==> src/rtl/multiplicador_param_if.sv <==
// Operand/result bundle between a MULT/MULTU requester and the shift-add multiplier.
interface multiplicador_param_if #(parameter int LARGURA = 16);
  logic                   start;
  logic                   sinal;
  logic [LARGURA-1:0]     multiplicando;
  logic [LARGURA-1:0]     multiplicador;
  logic [2*LARGURA-1:0]   produto;
  logic                   ocupado;
  logic                   pronto;

  modport master (output start, sinal, multiplicando, multiplicador,
                  input  produto, ocupado, pronto);
  modport slave  (input  start, sinal, multiplicando, multiplicador,
                  output produto, ocupado, pronto);
endinterface

==> src/rtl/multiplicador_param.sv <==
// Sequential shift-add multiplier (signed/unsigned), LARGURA-bit operands, 2*LARGURA-bit result.
// Optional MULT_EARLY_TERM_EN: leave CALC as soon as no multiplier bits remain.
module multiplicador_param #(
  parameter int LARGURA = 16
) (
  input logic                  clk,
  input logic                  rst,
  multiplicador_param_if.slave bus
);
  localparam int W2 = 2 * LARGURA;
  localparam int CW = $clog2(LARGURA);

  typedef enum logic [1:0] {IDLE, CALC, AJUSTE} state_t;

  state_t             state, state_nx;
  logic [W2-1:0]      acc, mcand, prod_q;
  logic [LARGURA-1:0] mplier, mag_a, mag_b;
  logic [CW-1:0]      cnt;
  logic               neg, ocupado_q, pronto_q, last;

  // Work on magnitudes; the sign is reapplied once in AJUSTE.
  // -2^(LARGURA-1) maps onto itself, which is its correct unsigned magnitude.
  assign mag_a = (bus.sinal && bus.multiplicando[LARGURA-1]) ? -bus.multiplicando : bus.multiplicando;
  assign mag_b = (bus.sinal && bus.multiplicador[LARGURA-1]) ? -bus.multiplicador : bus.multiplicador;

`ifdef MULT_EARLY_TERM_EN
  assign last = (cnt == CW'(LARGURA - 1)) || ((mplier >> 1) == '0);
`else
  assign last = (cnt == CW'(LARGURA - 1));
`endif

  always_ff @(posedge clk) begin
    if (rst) state <= IDLE;
    else     state <= state_nx;
  end

  always_comb begin
    state_nx = state;
    case (state)
      IDLE:    if (bus.start) state_nx = CALC;
      CALC:    if (last)      state_nx = AJUSTE;
      AJUSTE:                 state_nx = IDLE;
      default:                state_nx = IDLE;
    endcase
  end

  always_ff @(posedge clk) begin
    if (rst) begin
      acc       <= '0;
      mcand     <= '0;
      mplier    <= '0;
      cnt       <= '0;
      neg       <= 1'b0;
      prod_q    <= '0;
      ocupado_q <= 1'b0;
      pronto_q  <= 1'b0;
    end else begin
      pronto_q <= 1'b0;
      case (state)
        IDLE: begin
          if (bus.start) begin
            mcand     <= {{LARGURA{1'b0}}, mag_a};
            mplier    <= mag_b;
            neg       <= bus.sinal & (bus.multiplicando[LARGURA-1] ^ bus.multiplicador[LARGURA-1]);
            acc       <= '0;
            cnt       <= '0;
            ocupado_q <= 1'b1;
          end
        end
        CALC: begin
          if (mplier[0]) acc <= acc + mcand;
          mcand  <= mcand << 1;
          mplier <= mplier >> 1;
          cnt    <= cnt + CW'(1);
        end
        AJUSTE: begin
          prod_q    <= neg ? -acc : acc;
          pronto_q  <= 1'b1;
          ocupado_q <= 1'b0;
        end
        default: ;
      endcase
    end
  end

  assign bus.produto = prod_q;
  assign bus.ocupado = ocupado_q;
  assign bus.pronto  = pronto_q;
endmodule
==> src/flat_wrapper.sv <==
// flat-port wrapper written by rule: the top's interface ports become plain ports
module multiplicador_param_flat 
#(
  parameter int LARGURA = 16
)
  (clk, rst, bus_start, bus_sinal, bus_multiplicando, bus_multiplicador, bus_produto, bus_ocupado, bus_pronto);
  multiplicador_param_if #(.LARGURA(LARGURA)) bus_i ();
  input logic clk;
  input logic rst;
  input wire logic [$bits(bus_i.start)-1:0] bus_start;
  input wire logic [$bits(bus_i.sinal)-1:0] bus_sinal;
  input wire logic [$bits(bus_i.multiplicando)-1:0] bus_multiplicando;
  input wire logic [$bits(bus_i.multiplicador)-1:0] bus_multiplicador;
  output wire logic [$bits(bus_i.produto)-1:0] bus_produto;
  output wire logic [$bits(bus_i.ocupado)-1:0] bus_ocupado;
  output wire logic [$bits(bus_i.pronto)-1:0] bus_pronto;
  assign bus_i.start = bus_start;
  assign bus_i.sinal = bus_sinal;
  assign bus_i.multiplicando = bus_multiplicando;
  assign bus_i.multiplicador = bus_multiplicador;
  assign bus_produto = bus_i.produto;
  assign bus_ocupado = bus_i.ocupado;
  assign bus_pronto = bus_i.pronto;
  multiplicador_param #(.LARGURA(LARGURA)) u_core (.clk(clk), .rst(rst), .bus(bus_i));
endmodule
==> config.mk <==
export PLATFORM = sky130hd
export DESIGN_NAME = multiplicador_param_flat
export DESIGN_NICKNAME = d
export VERILOG_FILES = /design/src/rtl/multiplicador_param_if.sv /design/src/rtl/multiplicador_param.sv /design/src/flat_wrapper.sv
export SDC_FILE = /design/constraint.sdc
export NUM_CORES = 1
export LEC_CHECK = 0
export CORE_ASPECT_RATIO = 0.6
export CORE_UTILIZATION = 55
export DETAILED_ROUTE_END_ITERATION = 8
export GPL_ROUTABILITY_DRIVEN = 0
export PLACE_DENSITY = 0.77
export SETUP_SLACK_MARGIN = 0.2
export SLEW_MARGIN = 0
export SYNTH_ARGS = -nofsm -noshare
export SYNTH_HDL_FRONTEND = slang
export SYNTH_SLANG_ARGS = --single-unit
==> constraint.sdc <==
create_clock -name clk -period 3.1 [get_ports clk]
set_input_delay 0.62 -clock clk [delete_from_list [all_inputs] [get_ports clk]]
set_output_delay 0.62 -clock clk [all_outputs]
set_load 0.05 [all_outputs]
==> flow_summary.json, run 1 <==
{
  "drt_first_pass_iters": 7,
  "h-tree-depth": 4,
  "cts_buffers": 17,
  "holdPathStages": 2,
  "min_path_type": "reg -> reg",
  "final.min_clock_period_ns": 2.904,
  "worst_pin_slew_ns": 1.244,
  "hpwl_mm": 13.88,
  "yosys_warnings": 0,
  "worstSetupStartpointType": "flip-flop",
  "setup_tns_ns": 0,
  "status": "completed",
  "end_kind": "flip-flop",
  "post_synth.cell_area_avg_um2": 7.987,
  "place_inst": 1088,
  "worstReg2RegStart": "u_core.acc[0]$_SDFFE_PP0P_",
  "core_area_um2": 12220,
  "rr_worst_depth": 10,
  "wl_per_cell_um": 17.27,
  "netlist_instances": 876,
  "min_to": "u_core.bus.produto[22]$_SDFFE_PP0P_",
  "p_seq_frac": 0.391,
  "postRouteAntennaNets": 0,
  "pin_count": 70,
  "worstPathArrival_ns": 3.19,
  "root_buffer": "clkbuf_16",
  "finish.net_count": 1018,
  "portBuffers": 69,
  "drv_slew": 0,
  "rows": 31,
  "ys_async_sr_fraction": 0,
  "hold_ws_ns": 0.4483,
  "synth_fp_nets": 948,
  "grt_max_degree": 34,
  "cp_data_required_time_ns": 3.39,
  "dieArea_um2": 13190,
  "synth_seq_cells": 121,
  "rsz0062_at_grt": "yes",
  "r2r_end": "u_core.bus.produto[28]$_SDFFE_PP0P_",
  "intPower_w": 0.003139,
  "clk_pin_slew_worst_paths_ns": 0.06,
  "groute.usage.overall": 0.2997,
  "r2r_setup_slack_ns": 0.20,
  "cts_buffer_depth": 2,
  "max_cap_violations": 0,
  "cp_max_fo": 6,
  "hold_viol_final": 0,
  "cts_tree": "done",
  "vias": 6819,
  "drt_iter0_drc": 608,
  "vias_per_cell": 6.072,
  "ys_types": 57,
  "drc": 0,
  "die_x_um": 147.6,
  "grt_pass1_vias": 6066,
  "leakagePower_nw": 3.484,
  "final_util": 0.7167,
  "max_freq_mhz": 344.3,
  "routed_wl_mm": 19.40,
  "syn_area_um2": 6997,
  "slew_headroom": 0.1701,
  "p_sw_frac": 0.2478,
  "n_antenna_cell": 0,
  "final_layout_size_suffix_gt1_frac": 0.1138,
  "grt_overflow": 0,
  "worstSetupPathType": "reg -> reg",
  "ys.flop_type": "dfxtp_1",
  "final_cells": 1123,
  "grt_pass1_wl_mm": 31.04,
  "synth-edff-count": 0,
  "worstHoldStart": "u_core.bus.produto[22]$_SDFFE_PP0P_",
  "pwr-share-comb": 0.103,
  "p_clk_frac": 0.506,
  "ys_seq_area_frac": 0.3462,
  "post-route-period-util": 0.9369,
  "area.growth.synth_to_final_pct": 25.16,
  "ir_drop_mv": 0.4079,
  "switchingPower_w": 0.001034,
  "final-setup-viol-count": 0,
  "clock_latency_ns": 0.42,
  "clock_sinks": 121,
  "die_y_um": 89.37,
  "start_util": 0.5727,
  "nFillCells": 914,
  "clock_skew_ns": 0.01120,
  "power_per_cell_area_nw_per_um2": 476.5,
  "antenna_found_initial": 0
}
[worst max-delay path by stage]
stage	startpoint	to	cells past startpoint
floorplan	u_core.acc[1]$_SDFFE_PP0P_	u_core.bus.produto[28]$_SDFFE_PP0P_	11
global placement	u_core.acc[0]$_SDFFE_PP0P_	u_core.acc[16]$_SDFFE_PP0P_	12
detailed placement	u_core.acc[0]$_SDFFE_PP0P_	u_core.acc[16]$_SDFFE_PP0P_	12
CTS	u_core.acc[1]$_SDFFE_PP0P_	u_core.bus.produto[24]$_SDFFE_PP0P_	10
global route	u_core.acc[0]$_SDFFE_PP0P_	u_core.bus.produto[28]$_SDFFE_PP0P_	10
finish	u_core.acc[0]$_SDFFE_PP0P_	u_core.bus.produto[28]$_SDFFE_PP0P_	10
[flip-flops by register name, indices dropped and copies added, names as in the netlist]
name                count
u_core.mcand           32
u_core.state            2
u_core.bus.produto     32
u_core.bus.ocupado      1
u_core.acc             32
u_core.mplier          16
u_core.neg              1
u_core.bus.pronto       1
u_core.cnt              4
[per-layer routing]
metal | up-vias | global-route usage | share of wire
met2 | 299 | 0.4627 | 0.43
met5 | - | 0 | 0
met4 | 0 | 0.08716 | 0.013
met3 | 30 | 0.06582 | 0.089
met1 | 3183 | 0.4215 | 0.47
li1 | 3307 | - | -
[through the flow]
step | area, um^2 | power [W] | setup slack, ns
after floorplan | 6997 | 0.001921 | 0.3522
after global placement | 7919 | 0.002048 | 0.1928
after detailed placement | 7919 | 0.002063 | 0.01429
after CTS | 8631 | 0.004164 | 0.1919
after global routing | 8757 | 0.004306 | 0.05444
final | 8757 | 0.004173 | 0.1957
[synth_stat cells (all sizes together), types with 15 or more instances]
master / number / area [um^2]
a21o: 15 / 112.6
a21oi: 96 / 480.5
a22oi: 36 / 270.3
clkbuf: 40 / 150.1
dfxtp: 121 / 2422
ha: 35 / 437.9
inv: 19 / 71.32
nand2: 117 / 439.2
nand3: 30 / 150.1
nor2: 61 / 229.0
o21ai: 63 / 315.3
xnor2: 23 / 201.4
xor2: 54 / 473.0
[power by group through the flow]
stage	clock (W)	sequential [W]	combinational, W
4_1_cts	0.00212	0.00163	0.000411
3_3_place_gp	0	0.00166	0.000387
3_5_place_dp	0	0.00166	0.000400
2_1_floorplan	0	0.00165	0.000266
6_report	0.00211	0.00163	0.000430
5_1_grt	0.00220	0.00164	0.000467
[layout by cell type, fill, tap and decap left out, types with 10 or more instances in the layout]
| master | netlist | final |
|---|---|---|
| clkbuf_16 | 0 | 17 |
| a31oi_1 | 10 | 10 |
| buf_4 | 0 | 30 |
| ha_1 | 35 | 31 |
| o21ai_0 | 57 | 52 |
| a21oi_1 | 96 | 91 |
| nand3_1 | 30 | 30 |
| nor2_1 | 61 | 59 |
| a21o_1 | 15 | 15 |
| a22oi_1 | 36 | 36 |
| a22o_1 | 12 | 12 |
| xnor2_1 | 23 | 23 |
| o21ai_1 | 6 | 10 |
| clkdlybuf4s50_1 | 0 | 68 |
| dfxtp_1 | 121 | 116 |
| nor3_1 | 14 | 14 |
| nand2_1 | 117 | 117 |
| o21a_1 | 10 | 10 |
| inv_1 | 19 | 18 |
| xor2_1 | 54 | 54 |
[area by class of cell]
type | count | area (um^2) | share of cell area
multi-input combinational | 688 | 4506 | 0.5145
inverter | 19 | 71.32 | 0.008144
timing repair buffer | 99 | 910.9 | 0.1040
clock inverter | 13 | 195.2 | 0.02229
clock buffer | 18 | 439.2 | 0.05015
tap | 165 | 206.4 | 0.02357
sequential | 121 | 2429 | 0.2773
[worst max-delay path, cell delays in order, from the launching register on]
cell,delay [ns]
dfxtp_2,0.34
inv_1,0.08
ha_2,0.18
nand2_1,0.09
or4_4,0.44
nand2b_1,0.18
or4_4,0.45
or3_4,0.47
o31ai_4,0.26
xor2_1,0.19
o21ai_1,0.09
[kinds of logic after synthesis]
kind of cell / share of synthesized area
AO/OA/AOI/OAI: 0.2623
XOR/XNOR: 0.09639
adder cells (fa/ha/maj): 0.06545
buffers and inverters: 0.03612
flip-flops: 0.3462
multiplexers: 0.001431
AND/OR/NAND/NOR: 0.1921
[what timing repair did]
action	in CTS	in global routing
setup buffers	1	3
hold buffers	0	0
resized for setup	17	29
pin swaps	3	8
setup endpoints to repair	15	19
(Power assumes the default switching activity.)
==> inputs of run 2 (changes only) <==
Settings changed: CAP_MARGIN from default to 20.
==> flow_summary.json, run 2 (synthesis gave the netlist of run 1 again) <==
{
  "wl_met2_mm": 8.245,
  "dieArea_um2": 13190,
  "hpwl_mm": 13.88,
  "clock_sinks": 121,
  "postRouteAntennaNets": 0,
  "h-tree-depth": 4,
  "power.total_w": 0.004177,
  "routed_wl_mm": 19.39,
  "drt_iter0_drc": 541,
  "cp_data_required_time_ns": 3.39,
  "setup_tns_ns": 0,
  "status": "completed",
  "rows": 31,
  "wl_met3_mm": 1.891,
  "max_freq_mhz": 342.8,
  "cts_tree": "done",
  "final_common_cell": "nand2_1",
  "ir_drop_mv": 0.4094,
  "vias": 6825,
  "grt_pass1_vias": 6066,
  "grt_max_degree": 34,
  "worstPathCellList": "inv_1, ha_2, nand2_1, or4_4, nand2b_1, or4_4, or3_4, o31ai_4, xor2_1, o21ai_1",
  "root_buffer": "clkbuf_16",
  "worst_pin_slew_ns": 1.103,
  "worstSetupStartpointType": "flip-flop",
  "clock_latency_ns": 0.42,
  "portBuffers": 69,
  "wl_per_cell_um": 17.25,
  "slowest_stage": "or3_4",
  "power_per_cell_area_nw_per_um2": 476.2,
  "cts_buffers": 17,
  "antenna_found_initial": 0,
  "path_buf_inv": 1,
  "clock_skew_ns": 0.01271,
  "die_x_um": 147.6,
  "cts_buffer_depth": 2,
  "n_antenna_cell": 0,
  "core_area_um2": 12220,
  "nFillCells": 912,
  "leakagePower_nw": 3.491,
  "min_path_type": "reg -> reg",
  "worstPathArrival_ns": 3.21,
  "drt_first_pass_iters": 6,
  "rsz0062_at_grt": "yes",
  "max_cap_violations": 0,
  "crit_family": "simple AND/OR/NAND/NOR gates",
  "final.min_clock_period_ns": 2.917,
  "groute.usage.overall": 0.2997,
  "vias_per_cell": 6.072,
  "grt_overflow": 0,
  "dp_slack_ns": 0.01429,
  "mostFrequentLayoutCells": "117 x nand2_1, 116 x dfxtp_1, 91 x a21oi_1",
  "final_cells": 1124,
  "start_util": 0.5727,
  "place_inst": 1088,
  "highest_layer": "met4",
  "finish.net_count": 1019,
  "clk_pin_slew_worst_paths_ns": 0.06,
  "cp_max_fo": 6,
  "final-setup-viol-count": 0,
  "post-route-period-util": 0.9411,
  "drc": 0,
  "timing.final.ws_setup_ns": 0.1827,
  "area.growth.synth_to_final_pct": 25.38,
  "cpPeakStageDelay_ns": 0.47,
  "final_layout_size_suffix_gt1_frac": 0.1147,
  "crit_top_cell": "or4_4",
  "worstSetupPathType": "reg -> reg",
  "hold_viol_final": 0,
  "pin_count": 70,
  "wl_met1_mm": 8.964,
  "die_y_um": 89.37,
  "slew_headroom": 0.2636,
  "drv_slew": 0,
  "end_kind": "flip-flop",
  "grt_pass1_wl_mm": 31.04
}
run 2: metrics by stage:
step                      area, um^2  hold slack (ns)    util
after floorplan                 6997           0.4316       -
after global placement          7919           0.4358  0.6481
after detailed placement        7919           0.4434  0.6481
after CTS                       8631           0.4513  0.7064
after global routing            8772           0.4749  0.7180
final                           8772           0.4483  0.7180
run 2: tightest hold or removal path, stage by stage, from the launching register on:
cell	delay [ns]
dfxtp_1	0.31
nand2_1	0.05
o21ai_1	0.05
run 2: area by class of cell:
cell class	count	area, um^2	share of cell area
Multi-Input combinational cell	688	4506	0.5136
Sequential cell	121	2429	0.2769
Timing Repair Buffer	100	925.9	0.1055
Clock buffer	18	439.2	0.05006
Tap cell	165	206.4	0.02353
Clock inverter	13	195.2	0.02225
Inverter	19	71.32	0.008130
run 2: power breakdown:
part / internal [W] / switching [W] / total [W]
clock: 0.00137 / 0.000739 / 0.00211
sequential: 0.00160 / 0.0000365 / 0.00163
combinational: 0.000175 / 0.000259 / 0.000434
run 2: worst paths after layout:
| path | startpoint | endpoint | slack [ns] | depth (start not counted) |
|---|---|---|---|---|
| hold / removal | u_core.bus.produto[22]$_SDFFE_PP0P_ | u_core.bus.produto[22]$_SDFFE_PP0P_ | 0.45 | 2 |
| setup / recovery | u_core.acc[0]$_SDFFE_PP0P_ | u_core.bus.produto[28]$_SDFFE_PP0P_ | 0.18 | 10 |
| setup reg to reg | u_core.acc[0]$_SDFFE_PP0P_ | u_core.bus.produto[28]$_SDFFE_PP0P_ | 0.18 | 10 |
| hold reg to reg | u_core.bus.produto[22]$_SDFFE_PP0P_ | u_core.bus.produto[22]$_SDFFE_PP0P_ | 0.45 | 2 |
run 2: per-layer routing:
| layer | vias to the layer above | global-route usage |
|---|---|---|
| met5 | - | 0 |
| met4 | 0 | 0.08716 |
| met3 | 32 | 0.06582 |
| met2 | 301 | 0.4627 |
| met1 | 3180 | 0.4215 |
| li1 | 3312 | - |
run 2: repair_timing:
action                                  CTS  global route
endpoints found under the setup margin   15            19
hold buffers                              0             0
pin swaps                                 3             8
resized for setup                        17            29
setup buffers                             1             3
==> inputs of run 3 (changes only) <==
Clock period 3.1 ns to 2.9 ns, I/O delays scaled along.
==> flow_summary.json, run 3 (synthesis gave the netlist of run 1 again) <==
{
  "final_layout_size_suffix_gt1_frac": 0.1408,
  "drt_iter0_drc": 587,
  "grt_use_met2": 0.4678,
  "area.growth.synth_to_final_pct": 27.65,
  "n_antenna_cell": 0,
  "worst_pin_slew_ns": 0.7874,
  "p_clk_frac": 0.480,
  "start_util": 0.5727,
  "vias_per_cell": 6.092,
  "cts_tree": "done",
  "die_y_um": 89.37,
  "slew_headroom": 0.4751,
  "grtUsageMet1": 0.4075,
  "worstSetupPathType": "reg -> reg",
  "hpwl_mm": 13.86,
  "power_per_cell_area_nw_per_um2": 479.6,
  "dieArea_um2": 13190,
  "clock_skew_ns": 0.01270,
  "mostFrequentLayoutCells": "117 x nand2_1, 115 x dfxtp_1, 91 x a21oi_1",
  "core_area_um2": 12220,
  "holdPathStages": 2,
  "ir_drop_mv": 0.4470,
  "pin_count": 70,
  "leakagePower_nw": 3.531,
  "die_x_um": 147.6,
  "clk_pin_slew_worst_paths_ns": 0.07,
  "postRouteAntennaNets": 0,
  "rsz0062_at_grt": "yes",
  "rows": 31,
  "seqCellArea_um2": 2430,
  "routed_wl_mm": 19.70,
  "hold_viol_final": 0,
  "place_inst": 1098,
  "hold_ws_ns": 0.4535,
  "clock_latency_ns": 0.42,
  "nFillCells": 889,
  "cp_max_fo": 5,
  "end_kind": "flip-flop",
  "wl_per_cell_um": 17.31,
  "drv_slew": 0,
  "met3_usage": 0.06990,
  "status": "completed",
  "final_util": 0.7310,
  "max_freq_mhz": 346.2,
  "antenna_found_initial": 0,
  "final_common_cell": "nand2_1",
  "worstSetupStartpointType": "flip-flop",
  "cts_hold_buffers": 0,
  "p_seq_frac": 0.406,
  "groute.usage.overall": 0.2979,
  "cp_data_required_time_ns": 3.20,
  "min_path_type": "reg -> reg",
  "final.min_clock_period_ns": 2.889,
  "drc": 0,
  "rr_worst_depth": 12,
  "multiInputGateArea_um2": 4601,
  "grt_max_degree": 34,
  "final-setup-viol-count": 0,
  "grt_pass1_vias": 6204,
  "intPower_w": 0.003125,
  "clock_sinks": 121,
  "root_buffer": "clkbuf_16",
  "post-route-period-util": 0.9961,
  "portBuffers": 69,
  "cts_buffers": 17,
  "pwr-share-comb": 0.114,
  "grt_pass1_wl_mm": 30.81,
  "final_cells": 1138,
  "finish.net_count": 1032,
  "top_usage_layer": "met2",
  "drt_first_pass_iters": 6,
  "cts_buffer_depth": 2,
  "max_cap_violations": 0,
  "vias": 6933,
  "switchingPower_w": 0.001158,
  "h-tree-depth": 4,
  "grt_overflow": 0,
  "worstPathArrival_ns": 3.19,
  "p_sw_frac": 0.2704
}
[run 3: cell types whose count changed in the layout (fill, tap and decap cells not counted), sizes merged]
cell / delta
inv: +3
clkinvlp: +2
bufinv: -3
buf: +13
clkinv: -1
[run 3: path summary, 6_finish.rpt]
| kind | start | end | slack, ns |
|---|---|---|---|
| worst min-delay path | u_core.bus.produto[4]$_SDFFE_PP0P_ | u_core.bus.produto[4]$_SDFFE_PP0P_ | 0.45 |
| worst max register to register | u_core.acc[0]$_SDFFE_PP0P_ | u_core.acc[16]$_SDFFE_PP0P_ | 0.01 |
| worst max-delay path | u_core.acc[0]$_SDFFE_PP0P_ | u_core.acc[16]$_SDFFE_PP0P_ | 0.01 |
| worst min register to register | u_core.bus.produto[4]$_SDFFE_PP0P_ | u_core.bus.produto[4]$_SDFFE_PP0P_ | 0.45 |
[run 3: metrics by stage]
stage / instance area (um^2) / setup slack, ns / setup TNS (ns) / total power [W]
final: 8931 / 0.01118 / 0 / 0.004283
after global routing: 8931 / -0.06969 / -0.2707 / 0.004430
after CTS: 8758 / 0.09552 / 0 / 0.004267
after detailed placement: 8015 / -0.05496 / -0.1345 / 0.002215
after global placement: 8015 / 0.1031 / 0 / 0.002198
after floorplan: 7018 / 0.2011 / 0 / 0.002054
[run 3: what timing repair did]
action / in CTS / in global routing
pin swaps: 13 / 13
setup endpoints to repair: 23 / 25
cloned: 0 / 0
gates resized for setup: 34 / 28
buffers inserted: 4 / 2
[run 3: layout make-up]
cell class,count,area share
Clock buffer,18,0.04917
Clock inverter,14,0.01569
Inverter,19,0.007985
Multi-Input combinational cell,688,0.5151
Sequential cell,121,0.2721
Tap cell,165,0.02312
Timing Repair Buffer,113,0.1168
[run 3: power groups by stage]
stage / combinational, W / clock [W] / sequential, W
final: 0.000488 / 0.00206 / 0.00174
after global routing: 0.000529 / 0.00216 / 0.00174
after detailed placement: 0.000437 / 0 / 0.00178
after global placement: 0.000422 / 0 / 0.00178
after floorplan: 0.000285 / 0 / 0.00177
after CTS: 0.000453 / 0.00207 / 0.00174
[run 3: worst max-delay path: stages, from the launching register on]
cell	delay [ns]
dfxtp_2	0.34
ha_1	0.24
inv_1	0.09
fa_2	0.22
nor2b_4	0.06
o31ai_4	0.25
a21oi_2	0.12
o21ai_2	0.21
a21o_1	0.17
a21boi_1	0.13
o311a_1	0.36
or3_1	0.31
a32o_1	0.25
[run 3: per-layer routing]
metal,wire length [um],vias to the layer above
met2,8405,334
met4,442,0
li1,-,3335
met5,0,-
met1,8987,3203
met3,1866,61
